File: config.mk
export PLATFORM = sky130hd
export DESIGN_NAME = tiger_checkpoint_ctrl
export DESIGN_NICKNAME = d
export VERILOG_FILES = /design/src/rtl/tiger_checkpoint_ctrl.sv
export SDC_FILE = /design/constraint.sdc
export NUM_CORES = 1
export LEC_CHECK = 0
export ABC_AREA = 1
export BUFFER_PORTS_ARGS = -buffer_cell sky130_fd_sc_hd__buf_2
export CORE_AREA = 10 10 90 84
export CTS_CLUSTER_SIZE = 16
export DETAILED_ROUTE_END_ITERATION = 8
export DIE_AREA = 0 0 100 94
export PLACE_DENSITY_LB_ADDON = 0.15
export SLEW_MARGIN = 20
export SYNTH_ARGS = -nofsm -noshare
export SYNTH_HDL_FRONTEND = slang
export SYNTH_SLANG_ARGS = --single-unit
File: constraint.sdc
create_clock -name clk -period 2.46 [get_ports clk]
set_input_delay 0.246 -clock clk [delete_from_list [all_inputs] [get_ports clk]]
set_output_delay 0.246 -clock clk [all_outputs]
set_load 0.02 [all_outputs]
File: src/rtl/tiger_checkpoint_ctrl.sv
// Purpose: power-aware checkpoint/rollback sequencer driving the TigerMIPS core power/snapshot inputs.
// Latency: supply inputs take effect on outputs at the 3rd rising edge (2 sync flops + state register).
// Backpressure: none; the core cannot stall this block, and all outputs are Moore decodes of the state.
// Ports: clk, reset (async active-low); vddOk/vddWarn (async supply monitors);
//        poweroff, poweron[1:0], checkpoint, checkpointing, checkpointdone, zstall (core controls);
//        ckptValid, ckptCount[15:0] (committed-checkpoint status).
module tiger_checkpoint_ctrl #(
   parameter int unsigned CKPT_INTERVAL  = 1024,
   parameter int unsigned DRAIN_CYCLES   = 4,
   parameter int unsigned SAVE_CYCLES    = 32,
   parameter int unsigned RESTORE_CYCLES = 32
) (
   input  logic        clk,
   input  logic        reset,
   input  logic        vddOk,
   input  logic        vddWarn,
   output logic        poweroff,
   output logic [1:0]  poweron,
   output logic        checkpoint,
   output logic        checkpointing,
   output logic        checkpointdone,
   output logic        zstall,
   output logic        ckptValid,
   output logic [15:0] ckptCount
);

   typedef enum logic [2:0] {OFF, RESTORE, RUN, DRAIN, SAVE, COMMIT, DOWN} stateT;

   stateT       state, stateNext;
   logic [31:0] cnt, cntNext;
   logic [1:0]  mode, modeNext;
   logic        validNext;
   logic [15:0] ckptCntReg, countNext;
   logic [1:0]  okSync, warnSync;
   logic        okS, warnS, leave;

   assign okS       = okSync[1];
   assign warnS     = warnSync[1];
   assign ckptCount = ckptCntReg;

   // Any live state (not COMMIT) is abandoned on a warning or a lost supply.
   assign leave = warnS || !okS;

   // State register, counters, checkpoint status and input synchronisers.
   always_ff @(posedge clk or negedge reset) begin
      if (!reset) begin
         state      <= OFF;
         cnt        <= '0;
         mode       <= 2'b00;
         ckptValid  <= 1'b0;
         ckptCntReg <= 16'h0000;
         okSync     <= 2'b00;
         warnSync   <= 2'b00;
      end else begin
         state      <= stateNext;
         cnt        <= cntNext;
         mode       <= modeNext;
         ckptValid  <= validNext;
         ckptCntReg <= countNext;
         okSync     <= {okSync[0], vddOk};
         warnSync   <= {warnSync[0], vddWarn};
      end
   end

   // Next-state logic. The timed states share one counter that restarts at 0 on entry.
   always_comb begin
      stateNext = state;
      cntNext   = cnt;
      modeNext  = mode;
      validNext = ckptValid;
      countNext = ckptCntReg;
      case (state)
         OFF: begin
            if (okS && !warnS) begin
               stateNext = RESTORE;
               cntNext   = '0;
               modeNext  = ckptValid ? 2'b10 : 2'b01;
            end
         end
         RESTORE: begin
            if (leave) stateNext = DOWN;
            else if (cnt == RESTORE_CYCLES - 1) begin
               stateNext = RUN;
               cntNext   = '0;
            end else cntNext = cnt + 32'd1;
         end
         RUN: begin
            if (leave) stateNext = DOWN;
            else if (cnt == CKPT_INTERVAL - 1) begin
               stateNext = DRAIN;
               cntNext   = '0;
            end else cntNext = cnt + 32'd1;
         end
         DRAIN: begin
            if (leave) stateNext = DOWN;
            else if (cnt == DRAIN_CYCLES - 1) begin
               stateNext = SAVE;
               cntNext   = '0;
            end else cntNext = cnt + 32'd1;
         end
         SAVE: begin
            // A warning here aborts the snapshot; the previous checkpoint remains the valid one.
            if (leave) stateNext = DOWN;
            else if (cnt == SAVE_CYCLES - 1) begin
               stateNext = COMMIT;
               cntNext   = '0;
            end else cntNext = cnt + 32'd1;
         end
         COMMIT: begin
            // The commit always completes; a pending warning is seen next cycle in RUN.
            validNext = 1'b1;
            countNext = ckptCntReg + 16'd1;
            cntNext   = '0;
            stateNext = okS ? RUN : DOWN;
         end
         DOWN: begin
            if (!okS) stateNext = OFF;
         end
         default: stateNext = OFF;
      endcase
   end

   // Moore output decode.
   always_comb begin
      poweroff       = 1'b0;
      poweron        = 2'b00;
      checkpoint     = 1'b0;
      checkpointing  = 1'b0;
      checkpointdone = 1'b0;
      zstall         = 1'b1;
      case (state)
         OFF, DOWN: poweroff = 1'b1;
         RESTORE:   poweron = mode;
         RUN:       zstall = 1'b0;
         DRAIN:     ;
         SAVE: begin
            checkpoint    = 1'b1;
            checkpointing = 1'b1;
         end
         COMMIT:    checkpointdone = 1'b1;
         default:   poweroff = 1'b1;
      endcase
   end

endmodule

==> results of run 1 <==
[final cells by class]
| class | count | area (µm²) |
|---|---|---|
| Fill cell | 492 | 1880 |
| Sequential cell | 58 | 1450 |
| Tap cell | 70 | 87.6 |
| Clock buffer | 10 | 138 |
| Multi-Input combinational cell | 333 | 1640 |
| Timing Repair Buffer | 33 | 198 |
| Clock inverter | 4 | 20.0 |
| Inverter | 56 | 210 |
[state kept, by name, summed over array words and instances (netlist names)]
| signal | flops |
|---|---|
| mode | 2 |
| ckptCount | 16 |
| state | 3 |
| cnt | 32 |
| warnSync | 2 |
| okSync | 2 |
| ckptValid | 1 |
[kinds of logic after synthesis]
family	after synthesis	synth area share, %
fa+ha+maj	2	0.746
simple gates	280	37.1
xor+xnor	26	6.79
buf+inv	64	7.73
compound gates	25	4.33
flops	58	43.3
[worst paths after layout]
kind,from,end,slack (ns),depth (start not counted)
setup / recovery,cnt[0]$_DFFE_PN0P_,cnt[10]$_DFFE_PN0P_,0.43,11
hold / removal,vddOk,okSync[0]$_DFF_PN0_,0.02,1
setup reg to reg,cnt[0]$_DFFE_PN0P_,cnt[10]$_DFFE_PN0P_,0.43,11
hold reg to reg,okSync[0]$_DFF_PN0_,okSync[1]$_DFF_PN0_,0.34,0
max in group asynchronous,reset,cnt[10]$_DFFE_PN0P_,1.76,3
min in group asynchronous,reset,cnt[26]$_DFFE_PN0P_,0.43,3
[cell usage after synthesis (2+ instances only)]
cell type,count
nand2_1,102
nor2_1,87
dfrtp_1,58
inv_1,53
nand3_1,37
xor2_1,19
nand4_1,17
o21ai_0,15
nor3_1,14
nor2_2,11
xnor2_1,7
buf_2,3
inv_2,3
a21oi_1,2
buf_4,2
ha_1,2
nand3b_1,2
o211ai_1,2
o21bai_1,2
[through the flow]
step	setup WS [ns]	cells	hold WS, ns	power [mW]	util, %
global route	0.231	564	0.000658	2.85	66.6
finish	0.435	564	0.0166	2.68	66.6
detailed placement	0.461	548	0.272	1.97	63.4
floorplan	0.728	455	-0.0496	1.75	-
global placement	0.511	548	0.270	1.95	63.4
CTS	0.436	564	0.00199	2.70	66.6
[layer usage]
metal  GRT usage (%)  up-vias  share of wire (%)  wire length [µm]
li1                -     1517                  -                 -
met3            5.30       16                6.4               486
met1            23.1     1393                 47              3560
met4            6.59        0                1.6               121
met2            26.6       77                 45              3440
met5               0        -                  0                 0
[power by group through the flow]
stage / Combinational, mW / Sequential (mW) / Clock (mW)
detailed placement: 0.800 / 1.17 / 0
CTS: 0.805 / 1.15 / 0.748
floorplan: 0.575 / 1.18 / 0
finish: 0.798 / 1.15 / 0.730
global placement: 0.787 / 1.16 / 0
global route: 0.899 / 1.17 / 0.783
==> key figures, run 1 <==
Yosys
  • Yosys top cell area share: a little over two fifths
  • Syn Area/Cell: around 7.4 µm²
  • Largest area contributor in the netlist: dfrtp_1
  • Syn Inst Count: about 460
  • Ys async rst share: 100%
  • Syn_nets: between 400 and 500
  • Register bit count reported by yosys: between 50 and 60
  • Most used DFF post-synth: dfrtp_1
  • Synth cell types: 36
  • Largest cells by area after synthesis: dfrtp_1 (43%), nand2_1 (11%), nor2_1 (9.7%)
  • Post-synth EDFFs: 0
  • Synthesis Warnings: 0
  • Register area share after synthesis: a little over two fifths
  • Netlist Area Pre-Place: ~3400 µm²

Worst setup path
  • Crit path kind: reg -> reg
  • Worst path required time: ~2.7 ns
  • CP max-delay cell: dfrtp_1
  • Critical path launch point type: flop
  • Crit end category: flop
  • Top cell by count, worst path: nor2_2
  • Worst-path fanout max: 29
  • Worst path buffer plus inverter count: 2
  • CP max stage delay: 0.39 ns
  • Delay-heaviest family, CP: simple AND/OR/NAND/NOR gates
  • Worst path arrival time: 2.24 ns
  • Crit-path cells: ha_1, inv_1, nor2_2, nand2_2, nor2_4, nand2_1, o21ai_2, nand3_2, nor2_2, buf_4, nor2_1

Die
  • # rows: 26
  • Core area: 5630 µm²
  • Chip Height: approximately 94 µm
  • Die area: 9400 µm²
  • I/O Pins: 28
  • DIE WIDTH: about 100 µm
  • Starting Density: roughly three fifths

Timing
  • Slew Limit Fails: 0
  • RSZ-0062 raised after global routing: false
  • Final Setup Violations: 0
  • Worst-margin pin slew: approximately 0.54 ns
  • Final Hold Fails: 0
  • Clk_skew: approximately 0.008 ns
  • Crit share post-route: approximately 82%
  • Highest Clock Rate: slightly below 0.5 GHz
  • Setup_tns: 0 ns
  • Slew headroom: roughly 64%
  • Min cycle time layout: about 2.0 ns

Run
  • Max-cap violations: 0

Finish
  • Most frequent cells in the layout: nand2_1 (102), nor2_1 (87), dfrtp_1 (58)
  • Fin nets: between 400 and 500
  • Share of layout cells above drive strength 1: between 10% and 20%
  • Design area: 3750 µm²
  • Area grow syn2layout: 11.8%
  • Commonest non-fill, non-tap cell in the layout: nand2_1
  • Antenna Diode Count: 0

Route
  • Antenna-violating nets left: 0
  • Drc violations: 0
  • Total iterations of the first detailed-routing run: 4
  • Routed wire length: around 7.6 mm
  • Routed vias: 3003
  • Via-per-instance ratio: 5.32
  • Initial DRC count: around 220
  • DR WL/cell: approximately 13 µm

Place
  • Placement Cell Area: approximately 3600 µm²
  • Port buffer count: 27
  • Placed wire-length estimate: 5.62 mm
  • Routability cong.: approximately 0.9

GRT
  • Vias in the first global route: approximately 2800
  • Pin count of the biggest net entering global routing: 59
  • First-pass GRT wire length: between 10 and 15 mm
  • Initial antenna violation count: 0
  • Overflow after GRT: 0
  • Total GRT Usage: between 10% and 20%

Pwr
  • Internal power: 1.67 mW
  • Switching part of the total: between 30% and 40%
  • Sequential share of power: 43.0%
  • NetSw: 1.01 mW
  • Clock power frac: between 20% and 30%
  • Pleak: approximately 1.9 nW
  • Combinational share of power: 29.8%
  • PD cells: between 700 and 800 nW/µm²
  • Peak supply drop: between 0.4 and 0.5 mV

Clock network
  • CTS buffer count: 9
  • CTS hold repair buffers: 2
  • Setup bufs post-CTS: 0
  • Root buffer cell: clkbuf_8
  • Clock Latency Late Sink: around 0.34 ns
  • Clock sinks: between 50 and 60
  • Worst-path clk slew: around 0.060 ns
  • CTS max path bufs: 2
  • CTS tree: built
  • Cts repair resizes: 0
  • H-tree levels: 3

Hold path
  • Hold Crit Class: in -> reg

Outcome
  • Status: finished clean
No activity file was read; power rests on OpenSTA's default activity.
==> run 2: changes to the inputs <==
Clock period 2.46 ns to 2 ns, I/O delays scaled along.
==> run 2 against run 1 <==
  * First-iteration DRC count rose by 63%
  * Fmax increased by 4.5%
  * Wire length grew 12%
  * Utilization up 4.0 points
  * Clock skew barely moved
  * Cell count increased by 3.2%
  * Clock-buffer cell count increased by 2
  * Via count up 6.7%
  * Die area stayed put
  * Combinational power grew 53%
  * Largest cell class unchanged
==> key figures, run 2 (synthesis results as in run 1) <==
Outcome
  • Status: finished clean

Timing
  • Slew headroom: approximately two thirds
  • Min cycle time layout: between 1.5 and 2 ns
  • Highest Clock Rate: 0.516 GHz
  • Final Hold Fails: 0
  • Min setup slack post-route: between 0.06 and 0.07 ns
  • Crit share post-route: 96.9%
  • Slew Limit Fails: 0
  • Hold slack: 0.344 ns
  • Worst-margin pin slew: about 0.53 ns
  • Final Setup Violations: 0
  • Clk_skew: slightly above 0.008 ns

Hold path
  • Hold Path Stages: 0
  • Hold Crit Class: reg -> reg

Worst setup path
  • Worst-path fanout max: 15
  • R2r setup slk: around 0.062 ns
  • Critical path origin: cnt[0]$_DFFE_PN0P_
  • Crit end category: flop
  • Reg2reg path depth: 11
  • Worst path required time: around 2.2 ns
  • Worst path arrival time: between 2 and 2.5 ns
  • R2R Path Start: cnt[0]$_DFFE_PN0P_
  • Critical path capture point: cnt[10]$_DFFE_PN0P_
  • FF-to-FF End: cnt[10]$_DFFE_PN0P_
  • Crit path kind: reg -> reg
  • Critical path launch point type: flop

GRT
  • First-pass GRT wire length: between 10 and 15 mm
  • Pin count of the biggest net entering global routing: 30
  • Vias in the first global route: about 2900
  • Total GRT Usage: ~18%
  • Initial antenna violation count: 0
  • Overflow after GRT: 0

Finish
  • Fin nets: ~500
  • Multi-input logic area: 1680 µm²
  • Reg area: around 1500 µm²
  • Commonest non-fill, non-tap cell in the layout: nand2_1
  • Max FFs per register: 32
  • FILL cells: between 400 and 500
  • Share of layout cells above drive strength 1: 17.6%
  • Area grow syn2layout: 18.5%
  • Antenna Diode Count: 0
  • Reg with most FFs: cnt
  • Most frequent cells in the layout: nand2_1 (100), nor2_1 (85), dfrtp_1 (58)

Clock network
  • Root buffer cell: clkbuf_8
  • Clock Latency Late Sink: 0.34 ns
  • CTS tree: built
  • Clock sinks: 58
  • H-tree levels: 3
  • CTS buffer count: 9
  • Worst-path clk slew: about 0.07 ns
  • CTS max path bufs: 2

Die
  • Chip Height: 94 µm
  • Core area: between 5000 and 6000 µm²
  • Starting Density: 59.6%
  • I/O Pins: 28
  • Die area: roughly 9400 µm²
  • # rows: 26
  • DIE WIDTH: ~100 µm

Route
  • Routed wire length: about 8.5 mm
  • Antenna-violating nets left: 0
  • Initial DRC count: between 300 and 400
  • Via-per-instance ratio: roughly 5.5
  • Drc violations: 0
  • Routed vias: roughly 3200
  • Total iterations of the first detailed-routing run: 5
  • DR WL/cell: approximately 15 µm

Run
  • Max-cap violations: 0

Place
  • Place WS: between 0.1 and 0.15 ns
  • Placed wire-length estimate: around 5.9 mm
  • Routability cong.: around 0.95
  • Port buffer count: 27

Pwr
  • Pleak: 2.00 nW
  • Peak supply drop: 0.744 mV
  • PD cells: between 900 and 1000 nW/µm²
-- run 2: cell count changes in the layout (fill, tap and decap cells not counted), sizes merged --
cell,delta
buf,+14
clkbuf,+3
clkinv,-3
clkinvlp,+2
bufinv,+1
dlygate4sd3,+1
-- run 2: timing repair --
item / in CTS / in global routing
endpoints found under the setup margin: 0 / 32
endpoints found under the hold margin: 23 / 0
hold buffers: 3 / 0
resized for setup: 0 / 10
buffers inserted: 0 / 5
-- run 2: through the flow --
step | util [%] | setup TNS [ns] | total power [mW] | cell area, µm² | instances
after floorplan | - | 0 | 2.16 | 3350 | 455
after global placement | 64.5 | 0 | 2.45 | 3630 | 556
after detailed placement | 64.5 | 0 | 2.48 | 3630 | 556
after CTS | 68.7 | 0 | 3.60 | 3860 | 575
after global routing | 70.6 | -0.420 | 3.94 | 3970 | 582
final | 70.6 | 0 | 3.76 | 3970 | 582
-- run 2: area by class of cell --
type,instances,share of cell area [%]
clock buffer,12,3.91
sequential,58,36.5
clock inverter,4,1.26
timing repair buffer,49,8.60
multi-input combinational,333,42.2
tap,70,2.20
inverter,56,5.29
-- run 2: worst min-delay path by stage --
stage                               start                        to
finish              warnSync[0]$_DFF_PN0_     warnSync[1]$_DFF_PN0_
global route        warnSync[0]$_DFF_PN0_     warnSync[1]$_DFF_PN0_
CTS                 warnSync[0]$_DFF_PN0_     warnSync[1]$_DFF_PN0_
detailed placement                  reset       cnt[16]$_DFFE_PN0P_
global placement                    reset       cnt[23]$_DFFE_PN0P_
floorplan                           reset  ckptCount[0]$_DFFE_PN0P_
-- run 2: critical path: stages (launching register included) --
cell     delay [ns]
dfrtp_1        0.40
ha_2           0.21
inv_1          0.06
nor2_2         0.13
nand2_2        0.09
nor2_4         0.13
nand2_2        0.08
o21ai_2        0.13
nand3_2        0.12
nor2_4         0.22
buf_12         0.17
nor2_1         0.06
-- run 2: where the power goes --
group          internal (mW)  switching, mW  leakage, nW
clock                  0.641          0.479       0.0986
sequential              1.29          0.132        0.780
combinational          0.444          0.774         1.12
-- run 2: layer usage --
metal  track usage [%]  wire length, µm
met4              6.47              169
met2              26.7             3760
met5                 0                0
met3              4.71              705
met1              24.1             3890
==> run 3: changes to the inputs <==
==> constraint.sdc (replaced) <==
create_clock -name clk -period 2 [get_ports clk]
set_input_delay 0.4 -clock clk [delete_from_list [all_inputs] [get_ports clk]]
set_output_delay 0.4 -clock clk [all_outputs]
set_load 0.05 [all_outputs]
==> run 3 against run 2 <==
  * First-iteration DRC count is 37% lower
  * Combinational power is 15% higher
  * Utilization is 0.84 points lower
  * Register-to-register slack better by 0.06 ns
  * Global-route usage is 0.47 points lower
==> key figures, run 3 (synthesis results as in run 1) <==
Outcome
  • Status: finished clean

GRT
  • Total GRT Usage: between 15 and 20%
  • Vias in the first global route: 2729
  • Overflow after GRT: 0
  • Pin count of the biggest net entering global routing: 59
  • Initial antenna violation count: 0
  • First-pass GRT wire length: approximately 13 mm

Route
  • Routed wire length: 8.20 mm
  • Drc violations: 0
  • Via-per-instance ratio: approximately 5.4
  • DR WL/cell: 14.2 µm
  • Initial DRC count: about 230
  • Routed vias: slightly above 3000
  • Antenna-violating nets left: 0
  • Total iterations of the first detailed-routing run: 5

Clock network
  • H-tree levels: 3
  • CTS tree: built
  • CTS max path bufs: 2
  • CTS buffer count: 9
  • Root buffer cell: clkbuf_8
  • Clock Latency Late Sink: 0.34 ns
  • Worst-path clk slew: roughly 0.070 ns
  • Clock sinks: between 50 and 60

Place
  • Port buffer count: 27
  • Placed wire-length estimate: ~5.8 mm
  • Routability cong.: 0.931
  • Place WS: between 0.1 and 0.15 ns

Die
  • Core area: roughly 5600 µm²
  • Starting Density: between 50% and 60%
  • DIE WIDTH: ~100 µm
  • # rows: 26
  • I/O Pins: 28
  • Chip Height: ~94 µm
  • Die area: 9400 µm²

Timing
  • Highest Clock Rate: around 0.52 GHz
  • Worst-margin pin slew: about 0.39 ns
  • RSZ-0062 raised after global routing: true
  • Crit share post-route: between 90% and 100%
  • Final Setup Violations: 0
  • Slew Limit Fails: 0
  • Min cycle time layout: between 1.5 and 2 ns
  • Final Hold Fails: 0
  • Clk_skew: between 0.007 and 0.008 ns
  • Min setup slack post-route: between 0.07 and 0.08 ns
  • Slew headroom: between 70% and 80%

Worst setup path
  • R2r setup slk: around 0.12 ns
  • Crit end category: output port
  • Worst path depth: 6
  • R2R Path Start: state[1]$_DFFE_PN0P_
  • Crit path kind: reg -> out
  • Worst path arrival time: 1.53 ns
  • Delay-heaviest family, CP: flip-flops
  • Worst path required time: around 1.6 ns
  • Top cell by count, worst path: nor2_1
  • Worst path buffer plus inverter count: 3
  • Critical path capture point: poweroff
  • Reg2reg path depth: 11
  • FF-to-FF End: cnt[27]$_DFFE_PN0P_
  • Crit-path cells: nor2_1, inv_2, nor2_1, inv_1, nand2_1, clkbuf_4
  • CP max stage delay: between 0.4 and 0.5 ns
  • Critical path launch point type: flop
  • CP max-delay cell: dfrtp_1
  • Critical path origin: state[0]$_DFFE_PN0P_
  • Worst-path fanout max: 8

Pwr
  • Pleak: 1.97 nW
  • Peak supply drop: 0.950 mV
  • PD cells: approximately 1000 nW/µm²

Finish
  • Most frequent cells in the layout: nand2_1 (100), nor2_1 (85), dfrtp_1 (58)
  • Fin nets: ~510
  • Fin util: 69.7%
  • Area grow syn2layout: 17.1%
  • Reg with most FFs: cnt
  • Max FFs per register: 32
  • Antenna Diode Count: 0
  • Commonest non-fill, non-tap cell in the layout: nand2_1
  • Share of layout cells above drive strength 1: roughly 17%

Hold path
  • Hold Crit Class: in -> async

Run
  • Max-cap violations: 0
[run 3: cell type report]
cell class	count	area, µm²
Fill cell	492	1700
Multi-Input combinational cell	333	1670
Sequential cell	58	1450
Timing Repair Buffer	43	304
Inverter	56	210
Clock buffer	12	155
Tap cell	70	87.6
Clock inverter	4	50.0
[run 3: worst min-delay path by stage]
stage          slack (ns)                 from                       end
5_1_grt              0.07                reset       mode[1]$_DFFE_PN0P_
3_5_place_dp         0.34  okSync[0]$_DFF_PN0_       okSync[1]$_DFF_PN0_
6_report             0.03                reset       cnt[19]$_DFFE_PN0P_
3_3_place_gp         0.33  okSync[0]$_DFF_PN0_       okSync[1]$_DFF_PN0_
2_1_floorplan        0.10                reset  ckptCount[0]$_DFFE_PN0P_
4_1_cts              0.06                reset       cnt[15]$_DFFE_PN0P_
[run 3: metal layers]
metal	GRT usage, %	part of all wire (%)	wire length, µm
met1	24.6	47	3860
met2	24.7	44	3620
met3	5.52	7.6	625
met4	4.82	1.1	91
met5	0	0	0
[run 3: stage by stage]
| step | hold slack [ns] | setup TNS [ns] | power, mW | cells | instance area (µm²) |
|---|---|---|---|---|---|
| floorplan | 0.104 | 0 | 2.37 | 455 | 3350 |
| global placement | 0.333 | 0 | 2.67 | 555 | 3630 |
| detailed placement | 0.338 | 0 | 2.70 | 555 | 3630 |
| CTS | 0.0550 | 0 | 3.82 | 571 | 3840 |
| global route | 0.0733 | -0.385 | 4.15 | 576 | 3930 |
| finish | 0.0326 | 0 | 3.93 | 576 | 3930 |
[run 3: what timing repair did]
item | in CTS | in global routing
endpoints found under the setup margin | 0 | 32
resized for setup | 0 | 10
hold buffers | 0 | 0
setup buffers | 0 | 3
[run 3: report_power, final]
group | switching [mW] | internal [mW] | total (mW)
clock | 0.467 | 0.641 | 1.11
sequential | 0.132 | 1.29 | 1.42
combinational | 0.967 | 0.433 | 1.40
total | 1.56 | 2.36 | 3.93
[run 3: worst reg2reg max path, cell delays in order, from the launching register on]
cell and delay [ns]:
dfrtp_1 0.42, inv_1 0.14, nand3_4 0.13, nand2_1 0.14
inv_2 0.10, nor2_2 0.11, nand2_1 0.20, nor2_2 0.26
nand2_1 0.08, nand2_1 0.06, nand2_1 0.06, nor2_1 0.10
